## src/rtl/dmem_ctrl_pkg.sv

```systemverilog
// Shared types and constants for the data-memory access controller.
// The state encoding is fixed at 2 bits so it can be probed directly.
package dmem_ctrl_pkg;

    typedef enum logic [1:0] {
        IDLE = 2'b00,
        REQ  = 2'b01,
        WAIT = 2'b10,
        DONE = 2'b11
    } state_e;

    localparam logic [1:0]  ALIGN_MASK = 2'b11;
    localparam logic [31:0] ABORT_DATA = 32'h0;

endpackage

```

## src/rtl/dmem_access_ctrl.sv

```systemverilog
// Sequences datapath loads/stores onto a req/gnt/rvalid memory port,
// stalling the datapath until the access completes, aborts or is rejected.
module dmem_access_ctrl
    import dmem_ctrl_pkg::*;
#(
    parameter int TIMEOUT_CYCLES = 16,
    parameter int CNT_W          = $clog2(TIMEOUT_CYCLES + 1)
) (
    input  logic        clk,
    input  logic        reset,
    input  logic        MemRead,
    input  logic        MemWrite,
    input  logic [31:0] Addr,
    input  logic [31:0] WriteData,
    output logic        Stall,
    output logic [31:0] ReadData,
    output logic        mem_req,
    output logic        mem_we,
    output logic [31:0] mem_addr,
    output logic [31:0] mem_wdata,
    input  logic        mem_gnt,
    input  logic        mem_rvalid,
    input  logic [31:0] mem_rdata,
    output logic        err_misalign,
    output logic        err_timeout
);

    localparam logic [CNT_W-1:0] CNT_LAST = CNT_W'(TIMEOUT_CYCLES - 1);

    state_e           state_q, state_d;
    logic [CNT_W-1:0] cnt_q, cnt_d;
    logic             we_q, we_d;
    logic [31:0]      addr_q, addr_d;
    logic [31:0]      wdata_q, wdata_d;
    logic [31:0]      rdata_q, rdata_d;
    logic             err_misalign_q, err_misalign_d;
    logic             err_timeout_q, err_timeout_d;
    logic             access;
    logic             stall;

    assign access = MemRead | MemWrite;

    // NOTE: every signal written here gets a default first, so no path can infer a latch.
    always_comb begin
        state_d        = state_q;
        cnt_d          = cnt_q;
        we_d           = we_q;
        addr_d         = addr_q;
        wdata_d        = wdata_q;
        rdata_d        = rdata_q;
        err_misalign_d = err_misalign_q;
        err_timeout_d  = err_timeout_q;
        stall          = 1'b0;

        unique case (state_q)
            IDLE: begin
                stall = access;
                if (access) begin
                    if ((Addr[1:0] & ALIGN_MASK) != 2'b00) begin
                        err_misalign_d = 1'b1;
                        rdata_d        = ABORT_DATA;
                        state_d        = DONE;
                    end else begin
                        addr_d  = {Addr[31:2], 2'b00};
                        wdata_d = WriteData;
                        we_d    = MemWrite;
                        cnt_d   = '0;
                        state_d = REQ;
                    end
                end
            end
            REQ: begin
                stall = 1'b1;
                cnt_d = (cnt_q == CNT_LAST) ? cnt_q : cnt_q + 1'b1;
                if (mem_gnt) begin
                    state_d = we_q ? DONE : WAIT;
                end else if (cnt_q == CNT_LAST) begin
                    err_timeout_d = 1'b1;
                    rdata_d       = ABORT_DATA;
                    state_d       = DONE;
                end
            end
            WAIT: begin
                stall = 1'b1;
                // Saturating keeps a grant taken on the last REQ cycle from wrapping the count.
                cnt_d = (cnt_q == CNT_LAST) ? cnt_q : cnt_q + 1'b1;
                if (mem_rvalid) begin
                    rdata_d = mem_rdata;
                    state_d = DONE;
                end else if (cnt_q == CNT_LAST) begin
                    err_timeout_d = 1'b1;
                    rdata_d       = ABORT_DATA;
                    state_d       = DONE;
                end
            end
            DONE: begin
                state_d = IDLE;
            end
            default: state_d = IDLE;
        endcase
    end

    // NOTE: state uses non-blocking assignments so every flop samples pre-edge values.
    always_ff @(posedge clk) begin
        if (reset) begin
            state_q        <= IDLE;
            cnt_q          <= '0;
            we_q           <= 1'b0;
            addr_q         <= '0;
            wdata_q        <= '0;
            rdata_q        <= '0;
            err_misalign_q <= 1'b0;
            err_timeout_q  <= 1'b0;
        end else begin
            state_q        <= state_d;
            cnt_q          <= cnt_d;
            we_q           <= we_d;
            addr_q         <= addr_d;
            wdata_q        <= wdata_d;
            rdata_q        <= rdata_d;
            err_misalign_q <= err_misalign_d;
            err_timeout_q  <= err_timeout_d;
        end
    end

    assign Stall        = stall;
    assign ReadData     = rdata_q;
    assign mem_req      = (state_q == REQ);
    assign mem_we       = we_q;
    assign mem_addr     = addr_q;
    assign mem_wdata    = wdata_q;
    assign err_misalign = err_misalign_q;
    assign err_timeout  = err_timeout_q;

endmodule
```

## config.mk

```make
export PLATFORM = sky130hd
export DESIGN_NAME = dmem_access_ctrl
export DESIGN_NICKNAME = d
export VERILOG_FILES = /design/src/rtl/dmem_ctrl_pkg.sv /design/src/rtl/dmem_access_ctrl.sv
export SDC_FILE = /design/constraint.sdc
export NUM_CORES = 1
export LEC_CHECK = 0
export ABC_AREA = 1
export CAP_MARGIN = 20
export CORE_MARGIN = 10
export CORE_UTILIZATION = 46
export DETAILED_ROUTE_END_ITERATION = 8
export PLACE_DENSITY_LB_ADDON = 0.08
export SLEW_MARGIN = 20
export SYNTH_ARGS = -nofsm -noshare
export SYNTH_HDL_FRONTEND = slang
export SYNTH_SLANG_ARGS = --single-unit
```

## constraint.sdc

```tcl
create_clock -name clk -period 3 [get_ports clk]
set_clock_uncertainty 0.2 [all_clocks]
set_input_delay 0.45 -clock clk [delete_from_list [all_inputs] [get_ports clk]]
set_output_delay 0.45 -clock clk [all_outputs]
set_load 0.01 [all_outputs]
```

==> flow_metrics.py, run 1 <==
metrics = {
    "finish": {
        "final_cell_mix": "200 x clkdlybuf4s50_1, 170 x nor2_1, 147 x nand2_1",
        "nets": 972,
        "area_growth_pct": 46.8,
        "fin_util_pct": 69.9,
        "fillers": 848,
        "mostFrequentLayoutCell": "clkdlybuf4s50_1",
        "drive_above_1_share_pct": 4.49,
        "fin_cells": 1002,
    },
    "clock_network": {
        "cts_tree": "done",
        "clk_latency_ns": 0.36,
        "htree_levels": 3,
        "cts_buffer_depth": 2,
        "post_cts_resized": 0,
        "cts.clk_slew.worst_paths_ns": 0.10,
        "numCtsBuffers": 9,
        "cts_hold_buffers": 0,
        "post_cts_buffers": 0,
        "cts-root-buf": "clkbuf_8",
        "cts.sinks": 104,
    },
    "yosys": {
        "synth_fa_ha_area_share_pct": 1.86,
        "ys_seq_area_share_pct": 44.3,
        "netlist_instances": 686,
        "syn_area_um2": 4700,
        "synth-simple-area-share_pct": 31.3,
        "yosys-mux-area-fraction_pct": 0,
        "synth_top_family_by_area": "simple AND/OR/NAND/NOR gates",
        "yosysUniqueCellTypes": 26,
        "synth_compound_area_share_pct": 12.3,
        "ys_warn_count": 0,
        "syn_area_per_cell_um2": 6.85,
        "synth_xor_area_share_pct": 0.186,
        "synth-seq-cells": 104,
    },
    "placement": {
        "dpl.cell_count": 985,
        "hpwl_um": 10900,
        "port_buffers": 200,
        "dp_slack_ns": 0.481,
        "finalWeightedCongestion": 0.819,
    },
    "drt": {
        "drc": 0,
        "wirelength_um": 15200,
        "drt-pass1-iter-count": 5,
        "first_iter_violations": 419,
        "antenna_left": 0,
        "vias": 4928,
        "via_per_inst": 4.92,
        "wl_per_cell_um": 15.2,
    },
    "global_route": {
        "grt_max_degree": 64,
        "grt_overflow": 0,
        "grt_pass1_wl_um": 24700,
        "antenna_found_initial": 1,
        "grt_pass1_vias": 4997,
        "grt_usage_pct": 20.2,
    },
    "timing": {
        "setup_viol": 0,
        "hold_violations": 0,
        "period_share_pct": 89.3,
        "drv_slew": 0,
        "setup_ws_ns": 0.321,
        "rsz0062_at_grt": "no",
        "setup_tns_ns": 0,
        "worst_slew_pin_slew_ns": 0.539,
        "max_freq_mhz": 373,
        "max-slew-margin-rel_pct": 64.1,
        "fin_crit_ns": 2.68,
        "fin_hold_ws_ns": 0.277,
    },
    "worst_setup_path": {
        "crit_family": "buffers and inverters",
        "critical_path_class": "flip-flop to output port",
        "cp-start-kind": "flip-flop",
        "cp-end-kind": "output port",
        "slowest_delay_ns": 0.57,
        "cp.required_ns": 2.35,
        "worst_ep_arrival_time_ns": 2.03,
        "worst_path_max_delay_cell": "clkdlybuf4s50_1",
        "crit_chain": "inv_1 -> ha_1 -> inv_1 -> a21oi_1 -> clkdlybuf4s50_1",
        "path_max_fanout": 5,
        "path_buf_inv": 3,
        "path_common_cell": "inv_1",
    },
    "floorplan": {
        "core_um2": 9860,
        "start_util_pct": 47.6,
        "dieArea_um2": 14700,
        "std_cell_rows": 36,
        "die_height_um": 121,
        "io_pins": 203,
        "die_w_um": 121,
    },
    "outcome": {
        "status": "finished, final reports clean",
    },
    "power": {
        "ir_drop_mv": 0.420,
        "leakage_uw": 0.00289,
        "power_density_nw_per_um2": 554,
    },
    "job": {
        "cap_violations": 0,
    },
    "worst_hold_path": {
        "min-delay-path-class": "flip-flop to flip-flop",
    },
}
## flip-flops by register name (all words and copies together) (netlist names)
register      count
ReadData         32
mem_addr         30
state_q           2
cnt_q             5
mem_wdata        32
mem_we            1
err_timeout       1
err_misalign      1
## routing by layer
layer	routed length [µm]	vias up	GRT usage [%]	part of all wire (%)
met2	7580	155	34.4	50
met4	160	0	5.43	1.0
met1	5740	2277	22.0	38
met5	0	-	0	0
li1	-	2486	-	-
met3	1760	10	9.40	12
## final cells by class
cell class	instances	area (µm²)	area share, %
diodes	1	2.50	0.0363
clock buffers	10	138	2.00
clock inverters	6	72.6	1.05
inverters	52	195	2.83
multi-input cells	486	2150	31.2
flip-flops and latches	104	2080	30.2
well taps	133	166	2.41
repair buffers	210	2090	30.3
## worst reg2reg max path, cell delays in order (launching register included)
cell and delay, ns:
dfxtp_1 0.42, ha_1 0.22, and3_1 0.17, ha_1 0.42, buf_4 0.31, nor2_1 0.08
nand2_1 0.07, nand2_1 0.06, nand3_1 0.07, a21oi_1 0.06
## cell families after synthesis
| group | Yosys count |
|---|---|
| buffers and inverters | 97 |
| AOI/OAI and AO/OA | 113 |
| xor gates and xnor gates | 1 |
| and+or+nand+nor | 363 |
| other | 1 |
| adders and majority gates | 7 |
| DFF | 104 |
## stage by stage
| step | total power (µW) | cell area (µm²) |
|---|---|---|
| global route | 4030 | 6900 |
| floorplan | 2380 | 4700 |
| CTS | 3850 | 6890 |
| global placement | 2890 | 6680 |
| finish | 3820 | 6900 |
| detailed placement | 2920 | 6680 |
## cells in the mapped netlist
library cell | instances | area [µm²]
nand4_1 | 1 | 6.26
nand3_1 | 35 | 175
nand2_2 | 2 | 12.5
nor2_4 | 4 | 45.0
nor2_1 | 170 | 638
dfxtp_1 | 104 | 2080
buf_1 | 4 | 15.0
buf_4 | 5 | 37.5
ha_1 | 7 | 87.6
o211ai_1 | 1 | 7.51
inv_2 | 3 | 11.3
and3_1 | 1 | 6.26
o2111ai_1 | 1 | 8.76
a21oi_2 | 1 | 8.76
o21a_1 | 1 | 7.51
clkbuf_2 | 6 | 30.0
nand2_4 | 3 | 33.8
inv_1 | 49 | 184
o21ai_0 | 69 | 345
a21oi_1 | 40 | 200
xnor2_1 | 1 | 8.76
buf_6 | 9 | 101
nand2_1 | 147 | 552
conb_1 | 1 | 3.75
buf_2 | 9 | 45.0
clkbuf_1 | 12 | 45.0
## path summary, 6_finish.rpt
path | from | endpoint | slack [ns] | cells past startpoint
setup / recovery | state_q[1] | Stall | 0.32 | 5
hold / removal | err_timeout | err_timeout | 0.28 | 2
setup reg to reg | cnt_q[0] | ReadData[7] | 0.80 | 9
hold reg to reg | err_timeout | err_timeout | 0.28 | 2
## report_power, final
group          internal, µW  switching, µW
logic                   530            759
registers              1520           83.9
clock network           420            511
total                  2470           1350
Power figures use the tool's default switching activity.
==> run 2: changes to the inputs <==
--- a/config.mk
+++ b/config.mk
@@ -6,7 +6,7 @@
 export NUM_CORES = 1
 export LEC_CHECK = 0
 export ABC_AREA = 1
-export CAP_MARGIN = 20
+export CAP_MARGIN = 10
 export CORE_MARGIN = 10
 export CORE_UTILIZATION = 46
 export DETAILED_ROUTE_END_ITERATION = 8
==> results of run 2 <==
Same layout as run 1: the final DEF is identical, and so are final timing and power.
==> run 3: changes to the inputs <==
--- a/config.mk
+++ b/config.mk
@@ -10,7 +10,7 @@
 export CORE_MARGIN = 10
 export CORE_UTILIZATION = 46
 export DETAILED_ROUTE_END_ITERATION = 8
-export PLACE_DENSITY_LB_ADDON = 0.08
+export PLACE_DENSITY = 0.86
 export SLEW_MARGIN = 20
 export SYNTH_ARGS = -nofsm -noshare
 export SYNTH_HDL_FRONTEND = slang
==> run 3 against run 2 <==
  * Non-clock buffer count down 1
  * Sequential cell count is the same
  * Utilization shrank 0.28 points
  * Wire length increased by 4.6%
  * Die area unchanged
  * Via count increased by 1.4%
  * Global-route usage is 0.88 points higher
  * Sequential share of layout area up 0.12 points
==> flow_metrics.py, run 3 (synthesized netlist as in run 1, its figures left out) <==
metrics = {
    "worst_setup_path": {
        "path_max_fanout": 5,
        "cp.required_ns": 2.35,
        "cp-start-kind": "flip-flop",
        "path_buf_inv": 3,
        "rrSetupSlack_ns": 0.77,
        "crit_chain": "inv_1 -> ha_1 -> inv_1 -> a21oi_1 -> clkdlybuf4s50_1",
        "path_common_cell": "inv_1",
        "worst_ep_arrival_time_ns": 1.98,
        "critical_path_class": "flip-flop to output port",
        "slowest_delay_ns": 0.58,
        "worst_path_max_delay_cell": "clkdlybuf4s50_1",
        "crit_family": "buffers and inverters",
        "cp-end-kind": "output port",
    },
    "floorplan": {
        "die_w_um": 121,
        "std_cell_rows": 36,
        "io_pins": 203,
        "dieArea_um2": 14700,
        "die_height_um": 121,
        "start_util_pct": 47.6,
        "core_um2": 9860,
    },
    "clock_network": {
        "cts.sinks": 104,
        "cts.clk_slew.worst_paths_ns": 0.09,
        "htree_levels": 3,
        "cts-root-buf": "clkbuf_8",
        "cts_buffer_depth": 2,
        "clk_latency_ns": 0.36,
        "post_cts_buffers": 0,
        "cts_hold_buffers": 0,
        "post_cts_resized": 0,
        "numCtsBuffers": 9,
        "cts_tree": "done",
    },
    "drt": {
        "wl_per_cell_um": 16.0,
        "wirelength_um": 15900,
        "vias": 4995,
        "drc": 0,
        "first_iter_violations": 386,
        "antenna_left": 0,
        "via_per_inst": 5.01,
        "drt-pass1-iter-count": 5,
    },
    "placement": {
        "finalWeightedCongestion": 0.838,
        "placement.cell_area_um2": 6690,
        "port_buffers": 200,
        "hpwl_um": 11700,
    },
    "timing": {
        "setup_tns_ns": 0,
        "hold_violations": 0,
        "fin_crit_ns": 2.63,
        "max_freq_mhz": 380,
        "period_share_pct": 87.7,
        "drv_slew": 0,
        "max-slew-margin-rel_pct": 50.2,
        "worst_slew_pin_slew_ns": 0.746,
        "rsz0062_at_grt": "no",
        "setup_viol": 0,
    },
    "finish": {
        "drive_above_1_share_pct": 4.16,
        "fillers": 791,
        "fin_area_um2": 6870,
        "nets": 971,
        "area_growth_pct": 46.2,
        "final_cell_mix": "200 x clkdlybuf4s50_1, 170 x nor2_1, 147 x nand2_1",
        "n_antenna_cell": 0,
        "mostFrequentLayoutCell": "clkdlybuf4s50_1",
    },
    "power": {
        "power_density_nw_per_um2": 539,
        "ir_drop_mv": 0.396,
        "leakage_uw": 0.00287,
    },
    "global_route": {
        "globalRouteMet1Util_pct": 22.6,
        "grt_max_degree": 64,
        "grt_overflow": 0,
        "grtUsageMet3_pct": 11.1,
        "grtUsageMet2_pct": 35.0,
        "grt_usage_pct": 21.1,
        "antenna_found_initial": 0,
        "grt_pass1_vias": 5082,
        "grt.busiest_layer": "met2",
        "grt_pass1_wl_um": 25200,
    },
    "outcome": {
        "status": "finished, final reports clean",
    },
    "job": {
        "cap_violations": 0,
    },
    "worst_hold_path": {
        "min-delay-path-class": "flip-flop to flip-flop",
    },
}
## run 3: final timing paths
kind,from,end,cells after the start
worst max-delay path,state_q[0],Stall,5
worst min-delay path,ReadData[17],ReadData[17],2
worst max register to register,state_q[0],ReadData[10],7
worst min register to register,ReadData[17],ReadData[17],2
## run 3: tightest hold or removal path: cells and delay by family, from the launching register on
family	cells	cell delay [ns]
compound gates	1	0.05
flops	1	0.33
simple gates	1	0.06
## run 3: per-stage QoR
step | std cells | setup WS, ns | hold WS [ns] | total power [µW] | utilization (%)
after detailed placement | 984 | 0.449 | 0.274 | 2910 | 67.8
after CTS | 998 | 0.352 | 0.290 | 3730 | 69.6
after global placement | 984 | 0.449 | 0.256 | 2870 | 67.8
final | 998 | 0.368 | 0.288 | 3710 | 69.6
after global routing | 998 | 0.258 | 0.313 | 3910 | 69.6
after floorplan | 687 | 1.08 | 0.255 | 2380 | -
## run 3: per-layer routing
layer	wire length, µm	vias to the layer above
li1	-	2483
met1	6090	2281
met2	7430	215
met3	2170	16
met4	245	0
met5	0	-
## run 3: power breakdown
| part | internal, µW | switching [µW] |
|---|---|---|
| registers | 1520 | 87.3 |
| clock network | 361 | 455 |
| logic | 528 | 757 |
## run 3: cell type report
class,count,area [µm²],share of cell area (%)
Sequential cell,104,2080,30.3
Clock buffer,12,165,2.40
Inverter,52,195,2.84
Clock inverter,2,15.0,0.219
Tap cell,133,166,2.42
Multi-Input combinational cell,486,2150,31.3
Timing Repair Buffer,209,2090,30.5
